<file path="src/rtl/ctrlpid_mc.sv">
// rtl/ctrlpid_mc.sv - time-multiplexed multi-channel incremental PID controller
module ctrlpid_mc #(
  parameter int psc        = 10,
  parameter int aw         = 2,
  parameter int ew         = 24,
  parameter int pw         = 32,
  parameter int cw         = 6,
  parameter int ow         = 12,
  parameter int precision  = 1,
  parameter int fp         = 26 - psc,
  parameter int antiwindup = 255 << (precision + ow - 9)
) (
  input  logic                   clk_pid,
  input  logic                   reset_n,
  output logic [aw-1:0]          a,
  input  logic signed [ew-1:0]   error,
  input  logic signed [cw-1:0]   KP,
  input  logic signed [cw-1:0]   KI,
  input  logic signed [cw-1:0]   KD,
  input  logic [(1<<aw)-1:0]     en,
  input  logic [(1<<aw)-1:0]     clr,
  output logic signed [ow-1:0]   m_k_out,
  output logic [aw-1:0]          out_ch,
  output logic                   m_k_valid,
  output logic                   sat
);

  localparam int an = 1 << aw;
  localparam int sw = cw + 3;        // shift-amount width, wide enough that sums never wrap
  localparam int xw = pw + 2;        // update arithmetic width
  localparam int ww = 2 * pw + 2;    // shifter width, holds any left shift of an xw operand
  localparam int lw = psc - aw - 4;  // sub-step bits; a step fires when they are all zero

  localparam logic [3:0] ST_NOP   = 4'd0;
  localparam logic [3:0] ST_LOAD  = 4'd1;
  localparam logic [3:0] ST_P     = 4'd2;
  localparam logic [3:0] ST_D     = 4'd3;
  localparam logic [3:0] ST_I     = 4'd4;
  localparam logic [3:0] ST_D1    = 4'd5;
  localparam logic [3:0] ST_CLAMP = 4'd6;
  localparam logic [3:0] ST_OUT   = 4'd7;

  localparam logic signed [pw-1:0] wind  = pw'(antiwindup);
  localparam logic signed [ww-1:0] t_hi  = {{(ww-pw){1'b0}}, {pw{1'b1}}};
  localparam logic signed [ww-1:0] t_lo  = {{(ww-pw){1'b1}}, {pw{1'b0}}};
  localparam logic signed [xw-1:0] u_hi  = {3'b000, {(pw-1){1'b1}}};
  localparam logic signed [xw-1:0] u_lo  = {3'b111, {(pw-1){1'b0}}};

  logic [psc-1:0]         uswitch;
  logic [3:0]             step;
  logic                   tick;
  logic [an-1:0][pw-1:0]  e0_r, e1_r, e2_r, u_r;
  logic [an-1:0]          pending;
  logic                   clamp_flag;

  logic signed [pw-1:0]   e0_a, e1_a, e2_a, u_a, u_next;
  logic signed [sw-1:0]   kp_s, ki_s, kd_s, sh;
  logic signed [xw-1:0]   opnd, term, acc;
  logic                   sub;
  logic                   clamp_hi, clamp_lo;

  // Shift by a signed amount; the result is limited to pw+1 signed bits so the later add cannot wrap
  function automatic logic signed [xw-1:0] shift_sat(input logic signed [xw-1:0] x,
                                                     input logic signed [sw-1:0] s);
    logic signed [ww-1:0] wide;
    logic [sw-1:0]        mag;
    wide = ww'(x);
    mag  = s[sw-1] ? -s : s;
    if (mag > sw'(pw - 1)) mag = sw'(pw - 1);
    wide = s[sw-1] ? (wide >>> mag) : (wide <<< mag);
    if (wide > t_hi) wide = t_hi;
    else if (wide < t_lo) wide = t_lo;
    return wide[xw-1:0];
  endfunction

  // Saturate an update result into the signed accumulator range
  function automatic logic signed [pw-1:0] sat_pw(input logic signed [xw-1:0] v);
    logic signed [xw-1:0] r;
    r = v;
    if (v > u_hi) r = u_hi;
    else if (v < u_lo) r = u_lo;
    return r[pw-1:0];
  endfunction

  assign a    = uswitch[psc-1 -: aw];
  assign step = uswitch[psc-aw-1 -: 4];
  assign tick = (uswitch[lw-1:0] == '0);

  assign e0_a = e0_r[a];
  assign e1_a = e1_r[a];
  assign e2_a = e2_r[a];
  assign u_a  = u_r[a];

  assign kp_s = sw'(KP) + sw'(precision);
  assign ki_s = sw'(KI) + sw'(precision);
  assign kd_s = sw'(KD) + sw'(precision);

  assign clamp_hi = (u_a > wind);
  assign clamp_lo = (u_a < -wind);

  // Select the operand and shift of the current arithmetic step and form the saturated sum
  always_comb begin
    opnd = '0;
    sh   = '0;
    sub  = 1'b0;
    case (step)
      ST_P: begin
        opnd = xw'(e0_a) - xw'(e1_a);
        sh   = kp_s;
      end
      ST_D: begin
        opnd = xw'(e0_a) + xw'(e2_a);
        sh   = kd_s + sw'(fp);
      end
      ST_I: begin
        opnd = xw'(e0_a) + xw'(e1_a);
        sh   = ki_s - sw'(fp + 1);
      end
      ST_D1: begin
        opnd = xw'(e1_a);
        sh   = kd_s + sw'(fp + 1);
        sub  = 1'b1;
      end
      default: ;
    endcase
    term   = shift_sat(opnd, sh);
    acc    = sub ? (xw'(u_a) - term) : (xw'(u_a) + term);
    u_next = sat_pw(acc);
  end

  // Step sequencer, per-channel state, clear queue and registered output
  always_ff @(posedge clk_pid or negedge reset_n) begin
    if (!reset_n) begin
      uswitch    <= '0;
      e0_r       <= '0;
      e1_r       <= '0;
      e2_r       <= '0;
      u_r        <= '0;
      pending    <= '0;
      clamp_flag <= 1'b0;
      m_k_out    <= '0;
      out_ch     <= '0;
      m_k_valid  <= 1'b0;
      sat        <= 1'b0;
    end else begin
      uswitch   <= uswitch + psc'(1);
      m_k_valid <= 1'b0;
      pending   <= pending | clr;
      if (tick) begin
        case (step)
          ST_NOP: ;
          ST_LOAD: begin
            if (en[a]) begin
              e0_r[a] <= pw'(error);
              if (pending[a]) begin
                e1_r[a] <= '0;
                e2_r[a] <= '0;
                u_r[a]  <= '0;
              end
            end
          end
          ST_P, ST_D, ST_I, ST_D1: begin
            if (en[a]) u_r[a] <= u_next;
          end
          ST_CLAMP: begin
            clamp_flag <= en[a] && (clamp_hi || clamp_lo);
            if (en[a] && clamp_hi) u_r[a] <= wind;
            else if (en[a] && clamp_lo) u_r[a] <= -wind;
          end
          ST_OUT: begin
            m_k_out    <= en[a] ? u_a[precision+ow-1:precision] : '0;
            out_ch     <= a;
            sat        <= en[a] && clamp_flag;
            m_k_valid  <= 1'b1;
            e2_r[a]    <= e1_r[a];
            e1_r[a]    <= e0_r[a];
            pending[a] <= clr[a];
          end
          default: ;
        endcase
      end
      // A disabled channel keeps its whole history at zero
      for (int i = 0; i < an; i++) begin
        if (!en[i]) begin
          e0_r[i] <= '0;
          e1_r[i] <= '0;
          e2_r[i] <= '0;
          u_r[i]  <= '0;
        end
      end
    end
  end

endmodule

</file>
<file path="config.mk">
export PLATFORM = sky130hd
export DESIGN_NAME = ctrlpid_mc
export DESIGN_NICKNAME = d
export VERILOG_FILES = /design/src/rtl/ctrlpid_mc.sv
export SDC_FILE = /design/constraint.sdc
export NUM_CORES = 2
export LEC_CHECK = 0
export ABC_CLOCK_PERIOD_IN_PS = 19800
export CAP_MARGIN = 20
export CELL_PAD_IN_SITES_DETAIL_PLACEMENT = 2
export CELL_PAD_IN_SITES_GLOBAL_PLACEMENT = 2
export CORE_MARGIN = 10
export CORE_UTILIZATION = 44
export DETAILED_ROUTE_END_ITERATION = 12
export GPL_TIMING_DRIVEN = 0
export PLACE_DENSITY = 0.83
export REMOVE_ABC_BUFFERS = 1
export SLEW_MARGIN = 20
export SYNTH_ARGS = -nofsm -noshare
export SYNTH_HDL_FRONTEND = slang
export SYNTH_SLANG_ARGS = --single-unit
</file>
<file path="constraint.sdc">
create_clock -name clk_pid -period 19.8 [get_ports clk_pid]
set_input_delay 3.96 -clock clk_pid [delete_from_list [all_inputs] [get_ports clk_pid]]
set_output_delay 3.96 -clock clk_pid [all_outputs]
set_load 0.02 [all_outputs]
</file>
==> flow_metrics.env, run 1 <==
export IMPL_ys_warnings_count=0
export IMPL_hpwl_mm=130
export IMPL_clock_root_buffer="sky130_fd_sc_hd__clkbuf_16"
export IMPL_netlist_area_sq_um=36500
export IMPL_run_status="aborted with a tool error"
export IMPL_port_buffers=69
export IMPL_most_instantiated_flip_flop_cell_in_the_synthesis_netlist="sky130_fd_sc_hd__dfrtp_1"
export IMPL_post_cts_resized=0
export IMPL_cts_hold_buffers_added=0
export IMPL_post_synth_num_cell_types=104
export IMPL_grt_ovfl_total=52
export IMPL_io_pins=70
export IMPL_floorplan_rows=105
export IMPL_cts_root_to_sink_buffers=3
export IMPL_post_place_cells=4993
export IMPL_gp_congestion=0.987
export IMPL_grt_antenna_before_repair=57
export IMPL_synth_async_reset_ratio=1.00
export IMPL_globalRouteTotalUtil=0.744
export IMPL_synth_edf_count=0
export IMPL_worst_endpoint_kind="register data pin"
export IMPL_die_height_um=308
export IMPL_numCtsBuffers=59
export IMPL_last_stage_reached="global routing (5_1_grt)"
export IMPL_grt_worst_setup_endpoint="u_r[1]$_DFFE_PN0P_/D"
export IMPL_yosysSeqAreaShare=0.350
export IMPL_maximum_number_of_pins_on_one_net_before_global_route_repair=97
export IMPL_initial_utilization=0.444
export IMPL_stop_error="[ERROR GRT-0232] Routing congestion too high. Check the congestion heatmap in the GUI."
export IMPL_cts_post_setup_buffers_inserted=0
export IMPL_ys_ff_latch=511
export IMPL_cts_sink_count=511
export IMPL_place_area_sq_um=39600
export IMPL_die_w_um=308
export IMPL_post_synth_cell_area_avg_sq_um=8.91
export IMPL_h_tree_levels=2
export IMPL_synthCells=4097
==> through the flow <==
stage,setup WS (ps),hold WS [ps],utilization
after CTS,90.2,499,0.506
after floorplan,-442,445,-
after global placement,-13620,452,0.451
after detailed placement,416,476,0.482
==> synth_stat cells, drive strengths merged (59+ instances only) <==
master,instances,area (sq um)
buf,82,387
ha,78,976
nand3,104,521
o21ai,320,1600
o21a,59,443
a22o,238,2080
dfrtp,511,12800
nand2,480,1800
o211ai,83,623
a211oi,79,593
nor3,140,727
nor2,292,1100
clkbuf,275,1030
a21oi,197,1000
mux4,122,2750
a31oi,69,438
==> routing by layer <==
layer,track usage,GRT overflow
met2,0.848,16
met5,0.477,0
met4,0.699,27
met3,0.691,8
met1,0.729,1
==> kinds of logic after synthesis <==
family / count (synthesis) / share of synthesized area
AOI/OAI and AO/OA: 1537 / 0.302
xor gates and xnor gates: 75 / 0.0180
adders and majority gates: 80 / 0.0278
buffers and inverters: 409 / 0.0442
DFF: 511 / 0.350
muxes: 168 / 0.0881
and+or+nand+nor: 1317 / 0.170
==> inputs of run 2 (changes only) <==
--- a/config.mk
+++ b/config.mk
@@ -7,13 +7,11 @@
 export LEC_CHECK = 0
 export ABC_CLOCK_PERIOD_IN_PS = 19800
 export CAP_MARGIN = 20
-export CELL_PAD_IN_SITES_DETAIL_PLACEMENT = 2
-export CELL_PAD_IN_SITES_GLOBAL_PLACEMENT = 2
 export CORE_MARGIN = 10
-export CORE_UTILIZATION = 44
+export CORE_UTILIZATION = 40
 export DETAILED_ROUTE_END_ITERATION = 12
 export GPL_TIMING_DRIVEN = 0
-export PLACE_DENSITY = 0.83
+export PLACE_DENSITY_LB_ADDON = 0.15
 export REMOVE_ABC_BUFFERS = 1
 export SLEW_MARGIN = 20
 export SYNTH_ARGS = -nofsm -noshare
==> flow_metrics.env, run 2 <==
export IMPL_via_per_inst=6.83
export IMPL_crit_path_max_fanout=31
export IMPL_post_place_cells=5096
export IMPL_max_vdd_ir_drop_v=0.0000697
export IMPL_wirelength_mm=144
export IMPL_grt_ovfl_total=0
export IMPL_tritoncts="done"
export IMPL_ys_warnings_count=0
export IMPL_min_path_type="register to register"
export IMPL_worstHoldPathCells=2
export IMPL_most_instantiated_flip_flop_cell_in_the_synthesis_netlist="sky130_fd_sc_hd__dfrtp_1"
export IMPL_area_growth_pct=14.2
export IMPL_maximum_number_of_pins_on_one_net_before_global_route_repair=94
export IMPL_place_area_sq_um=39600
export IMPL_antenna_left=0
export IMPL_cell_pwr_density_nw_per_um2=75.4
export IMPL_crit_path_launch_type="input pin"
export IMPL_finished_layout_cell_area_sq_um=41700
export IMPL_port_buffers=69
export IMPL_nFillCells=8694
export IMPL_reg2reg_slack_ps=2110
export IMPL_crit_path_top_delay_cell="sky130_fd_sc_hd__and2_1"
export IMPL_synthCells=4097
export IMPL_gp_congestion=0.978
export IMPL_critPathKind="input pin to register"
export IMPL_numCtsBuffers=58
export IMPL_post_synth_num_cell_types=104
export IMPL_synth_async_reset_ratio=1.00
export IMPL_layout_drive_gt1_share=0.117
export IMPL_grt_first_pass_wirelength_mm=220
export IMPL_post_synth_cell_area_avg_sq_um=8.91
export IMPL_design_core_area_sq_um=90300
export IMPL_relSlewSlack=0.189
export IMPL_rsz0062_at_grt="false"
export IMPL_io_pins=70
export IMPL_synthDominantCellAreaShare=0.350
export IMPL_path_clk_slew_ps=60
export IMPL_die_w_um=322
export IMPL_required_ps=20310
export IMPL_top_regs="e1_r: 128 flops, e2_r: 128 flops, u_r: 128 flops"
export IMPL_worst_r2r_path_depth=54
export IMPL_worst_ep_arrival_time_ps=19080
export IMPL_die_height_um=322
export IMPL_synth_common_cells="sky130_fd_sc_hd__dfrtp_1 (511), sky130_fd_sc_hd__nand2_1 (480), sky130_fd_sc_hd__o21ai_0 (309), sky130_fd_sc_hd__nor2_1 (289), sky130_fd_sc_hd__clkbuf_1 (275)"
export IMPL_timing_final_crit_period_ps=18580
export IMPL_hold_start="sat$_DFFE_PN0P_"
export IMPL_hold_path_endpoint="sat$_DFFE_PN0P_"
export IMPL_netlist_top_cells_area="sky130_fd_sc_hd__dfrtp_1 (35%), sky130_fd_sc_hd__mux4_2 (7.5%), sky130_fd_sc_hd__a22o_1 (5.7%), sky130_fd_sc_hd__nand2_1 (4.9%), sky130_fd_sc_hd__o21ai_0 (4.2%)"
export IMPL_route_detailed_drc=0
export IMPL_clock_root_buffer="sky130_fd_sc_hd__clkbuf_16"
export IMPL_cts_post_setup_buffers_inserted=0
export IMPL_cap_viol_max_count=0
export IMPL_cts_hold_buffers_added=0
export IMPL_router_iterations_before_antenna_repair=8
export IMPL_final_instance_count_excl_fill=5203
export IMPL_post_cts_resized=0
export IMPL_ys_ff_latch=511
export IMPL_leakagePower_nw=16.8
export IMPL_initial_utilization=0.404
export IMPL_num_antenna_cells=0
export IMPL_number_of_max_slew_violations_in_the_final_report=0
export IMPL_yosysSeqAreaShare=0.350
export IMPL_most_common_layout_cells="sky130_fd_sc_hd__dfrtp_1 (509), sky130_fd_sc_hd__nand2_1 (478), sky130_fd_sc_hd__o21ai_0 (308), sky130_fd_sc_hd__nor2_1 (270), sky130_fd_sc_hd__a22o_1 (237)"
export IMPL_timing_final_crit_share=0.938
export IMPL_setup_violations=0
export IMPL_clock_latency_at_the_later_pin_of_the_worst_skew_pair_ps=680
export IMPL_timing_critical_path_to_type="register"
export IMPL_via_count=35500
export IMPL_crit_path_max_incr_delay_ps=930
export IMPL_run_status="finished clean"
export IMPL_hpwl_mm=103
export IMPL_crit_reg2reg_capture="u_r[77]$_DFFE_PN0P_"
export IMPL_timing_final_hold_violations=0
export IMPL_average_wire_per_cell_in_the_routed_design_um=27.7
export IMPL_h_tree_levels=2
export IMPL_grt_antenna_before_repair=7
export IMPL_maxClockFrequency_mhz=53.8
export IMPL_first_global_vias=33900
export IMPL_yosys_cell_count_top_type="sky130_fd_sc_hd__dfrtp_1"
export IMPL_synth_edf_count=0
export IMPL_yosysTopAreaCell="sky130_fd_sc_hd__dfrtp_1"
export IMPL_fin_skew_ps=50.2
export IMPL_cts_root_to_sink_buffers=3
export IMPL_worst_pin_slew_ps=1210
export IMPL_cts_sink_count=511
export IMPL_die_area_sq_um=104000
export IMPL_globalRouteTotalUtil=0.271
export IMPL_critical_path_reg2reg_startpoint="uswitch[9]$_DFF_PN0_"
export IMPL_netlist_area_sq_um=36500
export IMPL_layout_core_utilization=0.462
export IMPL_fin_nets=4112
export IMPL_detail_route_iter0_violations=4414
export IMPL_most_common_cell_after_layout_fill_and_taps_aside="sky130_fd_sc_hd__dfrtp_1"
export IMPL_floorplan_rows=110
-- run 2: cell counts after synthesis --
Identical to the previous run, type by type.
-- run 2: layout make-up --
class	instances	area [sq um]	share of cell area
Clock buffer	89	1790	0.0429
Clock inverter	18	241	0.00579
Inverter	52	195	0.00468
Timing Repair Buffer	180	2630	0.0631
Tap cell	1176	1470	0.0353
Sequential cell	511	12800	0.307
Multi-Input combinational cell	3177	22600	0.541
-- run 2: layer usage --
| metal | GRT usage | vias up | share of wire |
|---|---|---|---|
| met5 | 0 | - | 0.00065 |
| met4 | 0.0956 | 14 | 0.038 |
| met3 | 0.0517 | 344 | 0.085 |
| met2 | 0.396 | 1758 | 0.43 |
| met1 | 0.394 | 17800 | 0.45 |
| li1 | - | 15600 | - |
-- run 2: kinds of logic (layout without fill, tap and decap cells) --
family / after synthesis / after routing / share of synthesized area
xor+xnor: 75 / 75 / 0.0180
buf+inv: 409 / 339 / 0.0442
flops: 511 / 511 / 0.350
compound gates: 1537 / 1537 / 0.302
fa+ha+maj: 80 / 80 / 0.0278
mux: 168 / 168 / 0.0881
simple gates: 1317 / 1317 / 0.170
-- run 2: power by group --
part           internal (mW)  total [mW]  switching (mW)
registers               1.05        1.06         0.00594
logic                  0.291       0.944           0.653
clock network          0.674        1.14           0.467
-- run 2: through the flow --
stage | setup WS [ps] | hold WS, ps | total power [mW] | TNS, ps
floorplan | -442 | 445 | 1.60 | -17370
global placement | -13430 | 455 | 1.93 | -6255430
finish | 1220 | 467 | 3.15 | 0
global route | 590 | 496 | 3.26 | 0
CTS | 1750 | 469 | 3.13 | 0
detailed placement | 1060 | 456 | 1.98 | 0
-- run 2: worst max-delay path: cells and delay by family --
kind            cells  cell delay, ps
simple gates        7            2580
xor+xnor            2             490
compound gates     29            9230
fa+ha+maj           3            1010
buf+inv             5            1730
-- run 2: how the worst max path moves through the flow --
stage	start	endpoint	slack, ps
global route	KD[0]	u_r[80]$_DFFE_PN0P_	590
CTS	KD[0]	u_r[80]$_DFFE_PN0P_	1750
detailed placement	KD[0]	u_r[80]$_DFFE_PN0P_	1060
floorplan	uswitch[4]$_DFF_PN0_	u_r[17]$_DFFE_PN0P_	-440
finish	KD[0]	u_r[77]$_DFFE_PN0P_	1220
global placement	uswitch[4]$_DFF_PN0_	u_r[17]$_DFFE_PN0P_	-13430
No activity file was read; power rests on OpenSTA's default activity.
